File: config.mk
export PLATFORM = sky130hd
export DESIGN_NAME = mem_arbiter
export DESIGN_NICKNAME = d
export VERILOG_FILES = /design/src/rtl/mem_arbiter.sv
export SDC_FILE = /design/constraint.sdc
export NUM_CORES = 1
export LEC_CHECK = 0
export CAP_MARGIN = 20
export CORE_MARGIN = 4
export CORE_UTILIZATION = 30
export DETAILED_ROUTE_END_ITERATION = 8
export PLACE_DENSITY_LB_ADDON = 0.08
export SLEW_MARGIN = 20
export SYNTH_ARGS = -nofsm -noshare
export SYNTH_HDL_FRONTEND = slang
export SYNTH_SLANG_ARGS = --single-unit
File: constraint.sdc
create_clock -name clk -period 2 [get_ports clk]
set_input_delay 0.5 -clock clk [delete_from_list [all_inputs] [get_ports clk]]
set_output_delay 0.5 -clock clk [all_outputs]
set_load 0.05 [all_outputs]
File: src/rtl/mem_arbiter.sv
// Arbitrates one variable-latency memory bus between the fetch and load/store ports.
// Data accesses win unless fetch has lost STARVE_LIMIT consecutive grants.
module mem_arbiter #(
    parameter int ADDR_WIDTH   = 32,
    parameter int DATA_WIDTH   = 32,
    parameter int STARVE_LIMIT = 4
) (
    input  logic                      clk,
    input  logic                      reset,
    input  logic                      if_req,
    input  logic [ADDR_WIDTH-1:0]     if_addr,
    output logic [DATA_WIDTH-1:0]     if_rdata,
    output logic                      rom_wait,
    input  logic                      dm_req,
    input  logic                      dm_we,
    input  logic [DATA_WIDTH/8-1:0]   dm_be,
    input  logic [ADDR_WIDTH-1:0]     dm_addr,
    input  logic [DATA_WIDTH-1:0]     dm_wdata,
    output logic [DATA_WIDTH-1:0]     dm_rdata,
    output logic                      ram_wait,
    output logic                      bus_req,
    output logic                      bus_we,
    output logic [DATA_WIDTH/8-1:0]   bus_be,
    output logic [ADDR_WIDTH-1:0]     bus_addr,
    output logic [DATA_WIDTH-1:0]     bus_wdata,
    input  logic                      bus_ack,
    input  logic [DATA_WIDTH-1:0]     bus_rdata
);

    localparam logic [3:0] STARVE_MAX = 4'(STARVE_LIMIT);

    typedef enum logic [1:0] {IDLE, FETCH, DATA} state_t;

    state_t     state;
    logic       if_done;
    logic       dm_done;
    logic [3:0] starve_cnt;
    logic       if_pend;
    logic       dm_pend;
    logic       advance;
    logic       data_wins;

    assign if_pend   = if_req & ~if_done;
    assign dm_pend   = dm_req & ~dm_done;
    assign rom_wait  = if_pend;
    assign ram_wait  = dm_pend;
    assign advance   = ~if_pend & ~dm_pend;
    assign data_wins = dm_pend & (~if_pend | (starve_cnt < STARVE_MAX));
    assign bus_req   = (state != IDLE);

    always_ff @(posedge clk) begin
        if (reset) begin
            state      <= IDLE;
            bus_we     <= 1'b0;
            bus_be     <= '0;
            bus_addr   <= '0;
            bus_wdata  <= '0;
            if_rdata   <= '0;
            dm_rdata   <= '0;
            if_done    <= 1'b0;
            dm_done    <= 1'b0;
            starve_cnt <= '0;
        end else begin
            // Done flags live until the pipeline advances; an ack can only set a
            // flag while its port is still waiting, so it never collides with the clear.
            if (advance) begin
                if_done <= 1'b0;
                dm_done <= 1'b0;
            end
            case (state)
                IDLE: begin
                    if (data_wins) begin
                        state      <= DATA;
                        bus_we     <= dm_we;
                        bus_be     <= dm_we ? dm_be : '1;
                        bus_addr   <= dm_addr;
                        bus_wdata  <= dm_wdata;
                        starve_cnt <= if_pend ? starve_cnt + 4'd1 : '0;
                    end else if (if_pend) begin
                        state      <= FETCH;
                        bus_we     <= 1'b0;
                        bus_be     <= '1;
                        bus_addr   <= if_addr;
                        bus_wdata  <= '0;
                        starve_cnt <= '0;
                    end
                end
                FETCH: begin
                    if (bus_ack) begin
                        state    <= IDLE;
                        if_rdata <= bus_rdata;
                        if_done  <= if_req;
                    end
                end
                DATA: begin
                    if (bus_ack) begin
                        state   <= IDLE;
                        dm_done <= dm_req;
                        if (!bus_we) begin
                            dm_rdata <= bus_rdata;
                        end
                    end
                end
                default: state <= IDLE;
            endcase
        end
    end

endmodule

==> results of run 1 <==
## where the power goes
group	switching, mW	internal (mW)
combinational	1.17	0.743
sequential	0.0960	3.00
clock	1.22	2.22
total	2.49	5.96
## per-layer routing
metal / GRT usage / wire (um) / up-vias / share of wire
met3: 0.06000 / 1355 / 31 / 0.077
met2: 0.2989 / 8736 / 199 / 0.49
met5: 0 / 0 / - / 0
met1: 0.1991 / 7106 / 2396 / 0.40
met4: 0.07106 / 456 / 0 / 0.026
li1: - / - / 2522 / -
## cell usage after synthesis (all sizes together) (3+ instances only)
library cell / n / area, um2
inv: 4 / 15.01
a22oi: 32 / 240.2
ha: 4 / 50.05
nor2b: 3 / 26.27
clkbuf: 28 / 105.1
a221o: 32 / 320.3
dfxtp: 141 / 2823
nand3: 3 / 15.01
nand2: 134 / 503.0
a21oi: 68 / 340.3
o22ai: 4 / 25.02
buf: 21 / 142.6
nor2: 42 / 157.7
nor3b: 33 / 247.7
## worst max-delay path: cells and delay by family
kind,cells,cell delay [ns]
buf+inv,4,0.88
simple gates,1,0.08
## cell families after synthesis
group / after synthesis
fa+ha+maj: 4
buf+inv: 53
flops: 141
simple gates: 223
compound gates: 145
## how the worst max path moves through the flow
stage / from / to / slack, ns
final: if_req / rom_wait / 0.04
after global routing: state[0] / bus_addr[24] / 0.005
after CTS: dm_req / ram_wait / 0.008
after detailed placement: dm_req / bus_addr[17] / -0.37
after global placement: dm_req / bus_addr[5] / -0.31
after floorplan: state[0] / bus_addr[10] / 0.23
## sequential cells by signal (all words and copies together), names as in the netlist
register,cells
dm_rdata,32
bus_wdata,32
state,2
bus_be,4
starve_cnt,4
bus_we,1
if_rdata,32
dm_done,1
bus_addr,32
if_done,1
## stage by stage
| stage | TNS [ns] | util | power, mW | cells |
|---|---|---|---|---|
| final | 0 | 0.5198 | 8.455 | 1075 |
| after global routing | 0 | 0.5198 | 8.803 | 1075 |
| after CTS | 0 | 0.5175 | 8.541 | 1071 |
| after detailed placement | -11.66 | 0.4829 | 5.117 | 1038 |
| after global placement | -10.07 | 0.4829 | 5.090 | 1038 |
| after floorplan | 0 | - | 4.284 | 566 |
## area by class of cell
type	instances	share of cell area
Tap cell	220	0.03171
Clock buffer	19	0.04987
Clock inverter	13	0.02465
Antenna cell	1	0.0002883
Inverter	4	0.002162
Timing Repair Buffer	304	0.3246
Multi-Input combinational cell	373	0.2414
Sequential cell	141	0.3253
## timing repair
item / 4_1_cts / 5_1_grt
resized for setup: 65 / 6
cloned: 0 / 1
endpoints found under the hold margin: 0 / 0
buffers inserted: 1 / 2
endpoints found under the setup margin: 66 / 34
==> results.json, run 1 <==
{
  "status": "finished clean",
  "antenna_found_initial": 1,
  "drt-total-wl_um": 17660,
  "cp_data_required_time_ns": 1.50,
  "grt_start_max_net_pins": 37,
  "overflow": 0,
  "h-tree-depth": 4,
  "die_w_um": 139.2,
  "clk_latency_ns": 0.42,
  "drt_iter0_markers": 200,
  "clock_sinks": 141,
  "ff_latch_area_mm2": 0.002824,
  "reg2regPathDepth": 8,
  "via_count": 5148,
  "fin_crit_ns": 1.960,
  "syn_area_per_cell_um2": 9.121,
  "worst-slew-pin-transition_ns": 0.5448,
  "arrival_ns": 1.46,
  "layout.nets": 983,
  "dpl_cell_area_mm2": 0.008065,
  "grt_use_total": 0.1744,
  "r2r_start": "state[1]",
  "timing.fmax_mhz": 510.2,
  "coreArea_mm2": 0.01670,
  "drt.antenna.violating_nets": 0,
  "relSlewSlack": 0.6382,
  "synth_mux_area_frac": 0,
  "cts_tree": "built",
  "drc": 0,
  "regToRegEndpoint": "bus_addr[24]",
  "postCtsHoldBufs": 0,
  "p_leak_nw": 3.604,
  "finalHoldViolCount": 0,
  "clk_pin_slew_worst_paths_ns": 0.06,
  "area_delta_synth_final_pct": 68.15,
  "drive_above_1_share": 0.1721,
  "initial_utilization": 0.3091,
  "multi_input_area_mm2": 0.002096,
  "timing.final.max_slew_violations": 0,
  "synth_enable_flop_cells": 0,
  "synth-simple-area-share": 0.1956,
  "max_cap_viol_count": 0,
  "hold_path_startpoint": "dm_req",
  "worst_slack_ns": 0.04007,
  "synth_fa_ha_area_frac": 0.009695,
  "io_pins": 274,
  "period_share": 0.9800,
  "endpoint_kind": "output port",
  "min_to": "dm_done",
  "synth_xor_area_frac": 0,
  "yosysWarnings": 0,
  "dpl.hpwl_um": 12700,
  "cts_root_buf": "clkbuf_16",
  "powerDensity_mw_per_mm2": 974.0,
  "crit_path_max_fanout": 6,
  "hold_path_class": "in -> reg",
  "gp_congestion": 0.7557,
  "mostFrequentLayoutCell": "dfxtp_1",
  "clk_path_buf_depth": 2,
  "syn-cell-area_mm2": 0.005162,
  "cp_slowest_cell": "clkdlybuf4s50_1",
  "cp_cell_sequence": "clkdlybuf4s50_1 > nand2b_4 > inv_2 > buf_4 > buf_12",
  "cpPeakStageDelay_ns": 0.53,
  "wl_per_cell_um": 16.42,
  "place_ws_ns": -0.3659,
  "fin_skew_ns": 0.009072,
  "die_area_mm2": 0.01937,
  "async_reset_ff_frac": 0,
  "r2r_slack_ns": 0.13,
  "synth_compound_area_frac": 0.1970,
  "synth_flop_cell": "dfxtp_1",
  "postSynthCellCount": 566,
  "grt_pass1_vias": 5127,
  "numCtsBuffers": 17,
  "fin_hold_ws_ns": 0.4068,
  "fp.dieH_um": 139.2,
  "rsz0062_at_grt": "false",
  "finalSetupViolCount": 0,
  "worst-setup-path-type": "in -> out",
  "design_area_mm2": 0.008681,
  "io_buffers": 273,
  "dr.pass1.iters": 4,
  "whs_path_depth": 3,
  "start_kind": "input pin",
  "core.rowCount": 47,
  "final_cell_mix": "dfxtp_1, clkdlybuf4s50_1, nand2_1",
  "ys_seq_elements": 141,
  "vdd_drop_max_v": 0.0005921,
  "grt_pass1_wl_um": 27260,
  "post_drt_via_cell_ratio": 4.789,
  "ys_types": 32,
  "synth-seq-area-share": 0.5468,
  "synth_top_family_by_area": "compound AO/OA/AOI/OAI gates",
  "fillers": 1562,
  "synth_nets": 708
}
Note: power is estimated with default switching activity, not from simulation.
==> run 2: changes to the inputs <==
--- a/config.mk
+++ b/config.mk
@@ -5,12 +5,13 @@
 export SDC_FILE = /design/constraint.sdc
 export NUM_CORES = 1
 export LEC_CHECK = 0
+export ABC_AREA = 1
 export CAP_MARGIN = 20
 export CORE_MARGIN = 4
-export CORE_UTILIZATION = 30
+export CORE_UTILIZATION = 40
 export DETAILED_ROUTE_END_ITERATION = 8
 export PLACE_DENSITY_LB_ADDON = 0.08
-export SLEW_MARGIN = 20
+export SLEW_MARGIN = 15
 export SYNTH_ARGS = -nofsm -noshare
 export SYNTH_HDL_FRONTEND = slang
 export SYNTH_SLANG_ARGS = --single-unit
==> results.json, run 2 <==
{
  "path_buf_inv": 4,
  "period_share": 0.9758,
  "timing.fmax_mhz": 512.4,
  "io_buffers": 273,
  "gp_congestion": 0.7982,
  "status": "finished clean",
  "hold_path_class": "reg -> reg",
  "clk_path_buf_depth": 2,
  "cpLargestDelayFamily": "buffers and inverters",
  "reg2regPathDepth": 10,
  "yosysMostFrequentCell": "nand2_1",
  "synth_flop_cell": "dfxtp_1",
  "clkPwrFrac": 0.352,
  "cp_slowest_cell": "clkdlybuf4s50_1",
  "worst-setup-path-type": "in -> out",
  "die_w_um": 126.8,
  "initial_utilization": 0.4080,
  "start_kind": "input pin",
  "numCtsBuffers": 17,
  "via_count": 5744,
  "p_switching_mw": 2.927,
  "synth_top_area_frac": 0.5003,
  "cts_root_buf": "clkbuf_16",
  "post_drt_via_cell_ratio": 4.629,
  "clk_pin_slew_worst_paths_ns": 0.05,
  "drt_iter0_markers": 266,
  "internal-power_mw": 5.928,
  "crit_cells": 5,
  "antenna_found_initial": 1,
  "p_leak_nw": 4.276,
  "fin_crit_ns": 1.952,
  "clk_latency_ns": 0.42,
  "fp.dieH_um": 126.8,
  "tns_ns": 0,
  "synth_enable_flop_cells": 0,
  "dpl.hpwl_um": 12200,
  "grt_pass1_wl_um": 27980,
  "grt_use_total": 0.2154,
  "clock_sinks": 141,
  "ys_seq_elements": 141,
  "r2r_slack_ns": 0.35,
  "final_cell_mix": "nand2_1, nor2_1, dfxtp_1",
  "finalSetupViolCount": 0,
  "cts_tree": "built",
  "async_reset_ff_frac": 0,
  "grt_start_max_net_pins": 72,
  "whs_path_depth": 2,
  "pwr-share-comb": 0.287,
  "cp_data_required_time_ns": 1.50,
  "yosysWarnings": 0,
  "core.rowCount": 43,
  "drt.antenna.violating_nets": 0,
  "mostFrequentLayoutCell": "nand2_1",
  "synth_common_cells": "nand2_1, nor2_1, dfxtp_1",
  "seq_power_share": 0.360,
  "endpoint_kind": "output port",
  "drive_above_1_share": 0.1536,
  "drt-total-wl_um": 17570,
  "die_area_mm2": 0.01607,
  "io_pins": 274,
  "cp_cell_sequence": "clkdlybuf4s50_1 > inv_2 > nor2_4 > buf_4 > buf_12",
  "rsz0062_at_grt": "false",
  "crit_path_max_fanout": 3,
  "coreArea_mm2": 0.01383,
  "syn_area_per_cell_um2": 7.251,
  "wl_per_cell_um": 14.16,
  "arrival_ns": 1.45,
  "cpPeakStageDelay_ns": 0.52,
  "ys_types": 21,
  "max_cap_viol_count": 0,
  "dr.pass1.iters": 4,
  "layout.nets": 1190,
  "synth-seq-area-share": 0.5003,
  "worst-slew-pin-transition_ns": 0.5045,
  "grt_pass1_vias": 5543,
  "powerDensity_mw_per_mm2": 976.2,
  "relSlewSlack": 0.6650,
  "sw_frac_of_total": 0.3306,
  "syn-cell-area_mm2": 0.005642,
  "postCtsHoldBufs": 0,
  "vdd_drop_max_v": 0.0006309,
  "finalHoldViolCount": 0,
  "synth_top_area_cell": "dfxtp_1",
  "overflow": 0,
  "finalPower_mw": 8.855,
  "area_delta_synth_final_pct": 60.79,
  "postSynthCellCount": 778,
  "drc": 0,
  "antenna_cells": 0,
  "netlist_top_cells_area": "dfxtp_1, nand2_1, nor2_1",
  "timing.final.max_slew_violations": 0,
  "fin_skew_ns": 0.009362,
  "synth_nets": 920,
  "h-tree-depth": 4
}
-- run 2: cell count changes after synthesis, sizes merged, moves of 18 or more --
cell / previous run / this run
nor2: 42 / 145
inv: 4 / 78
o21ai: 1 / 72
nand3: 3 / 63
nor3b: 33 / 0
a221o: 32 / 0
a22oi: 32 / 0
nand2: 134 / 152
-- run 2: through the flow --
stage | worst slack (ns) | std cells | util | cell area [um2] | hold WS, ns
after global routing | 0.02797 | 1241 | 0.6560 | 9071 | 0.4805
after CTS | 0.009910 | 1240 | 0.6553 | 9061 | 0.4505
final | 0.04831 | 1241 | 0.6560 | 9071 | 0.4509
after global placement | 0.02230 | 1207 | 0.6154 | 8509 | 0.4351
after floorplan | 0.3514 | 778 | - | 5642 | 0.4237
after detailed placement | 0.01305 | 1207 | 0.6154 | 8509 | 0.4426
-- run 2: tightest hold or removal path, cell delays in order, from the launching register on --
cell and delay (ns):
dfxtp_1 0.30, inv_1 0.06, nor3_1 0.05
-- run 2: power groups by stage --
stage / clock [mW] / sequential, mW / combinational (mW)
after CTS: 3.19 / 3.19 / 2.56
final: 3.12 / 3.19 / 2.54
after detailed placement: 0 / 3.25 / 2.60
after global routing: 3.31 / 3.22 / 2.72
after global placement: 0 / 3.25 / 2.59
after floorplan: 0 / 4.09 / 0.742
-- run 2: what timing repair did --
action,CTS,global route
setup buffers,1,1
setup endpoints to repair,48,2
pin swaps,0,1
gates resized for setup,48,1
-- run 2: layer usage --
| metal | wire [um] | global-route usage | part of all wire | up-vias |
|---|---|---|---|---|
| met3 | 1544 | 0.08547 | 0.088 | 31 |
| met2 | 8072 | 0.3440 | 0.46 | 181 |
| met1 | 7561 | 0.2627 | 0.43 | 2549 |
| li1 | - | - | - | 2981 |
| met5 | 13 | 0 | 0.00074 | - |
| met4 | 380 | 0.07950 | 0.022 | 2 |
-- run 2: worst paths after layout --
path	to	startpoint
setup / recovery	rom_wait	if_req
hold / removal	starve_cnt[3]	starve_cnt[3]
setup reg to reg	bus_addr[31]	state[0]
hold reg to reg	starve_cnt[3]	starve_cnt[3]
-- run 2: final cells by class --
type	count	area (um2)
multi-input combinational	509	2271
sequential	141	2823
clock inverter	8	77.57
tap	180	225.2
inverter	78	296.5
clock buffer	24	521.8
timing repair buffer	301	2856
fill	1268	4756
-- run 2: logic make-up (layout without fill, tap and decap cells) --
logic type	after synthesis	in the layout	synth area share
AND/OR/NAND/NOR	362	362	0.2632
AO/OA/AOI/OAI	142	142	0.1266
flip-flops	141	141	0.5003
buffers and inverters	128	411	0.09936
adder cells (fa/ha/maj)	4	4	0.008872
XOR/XNOR	1	1	0.001553
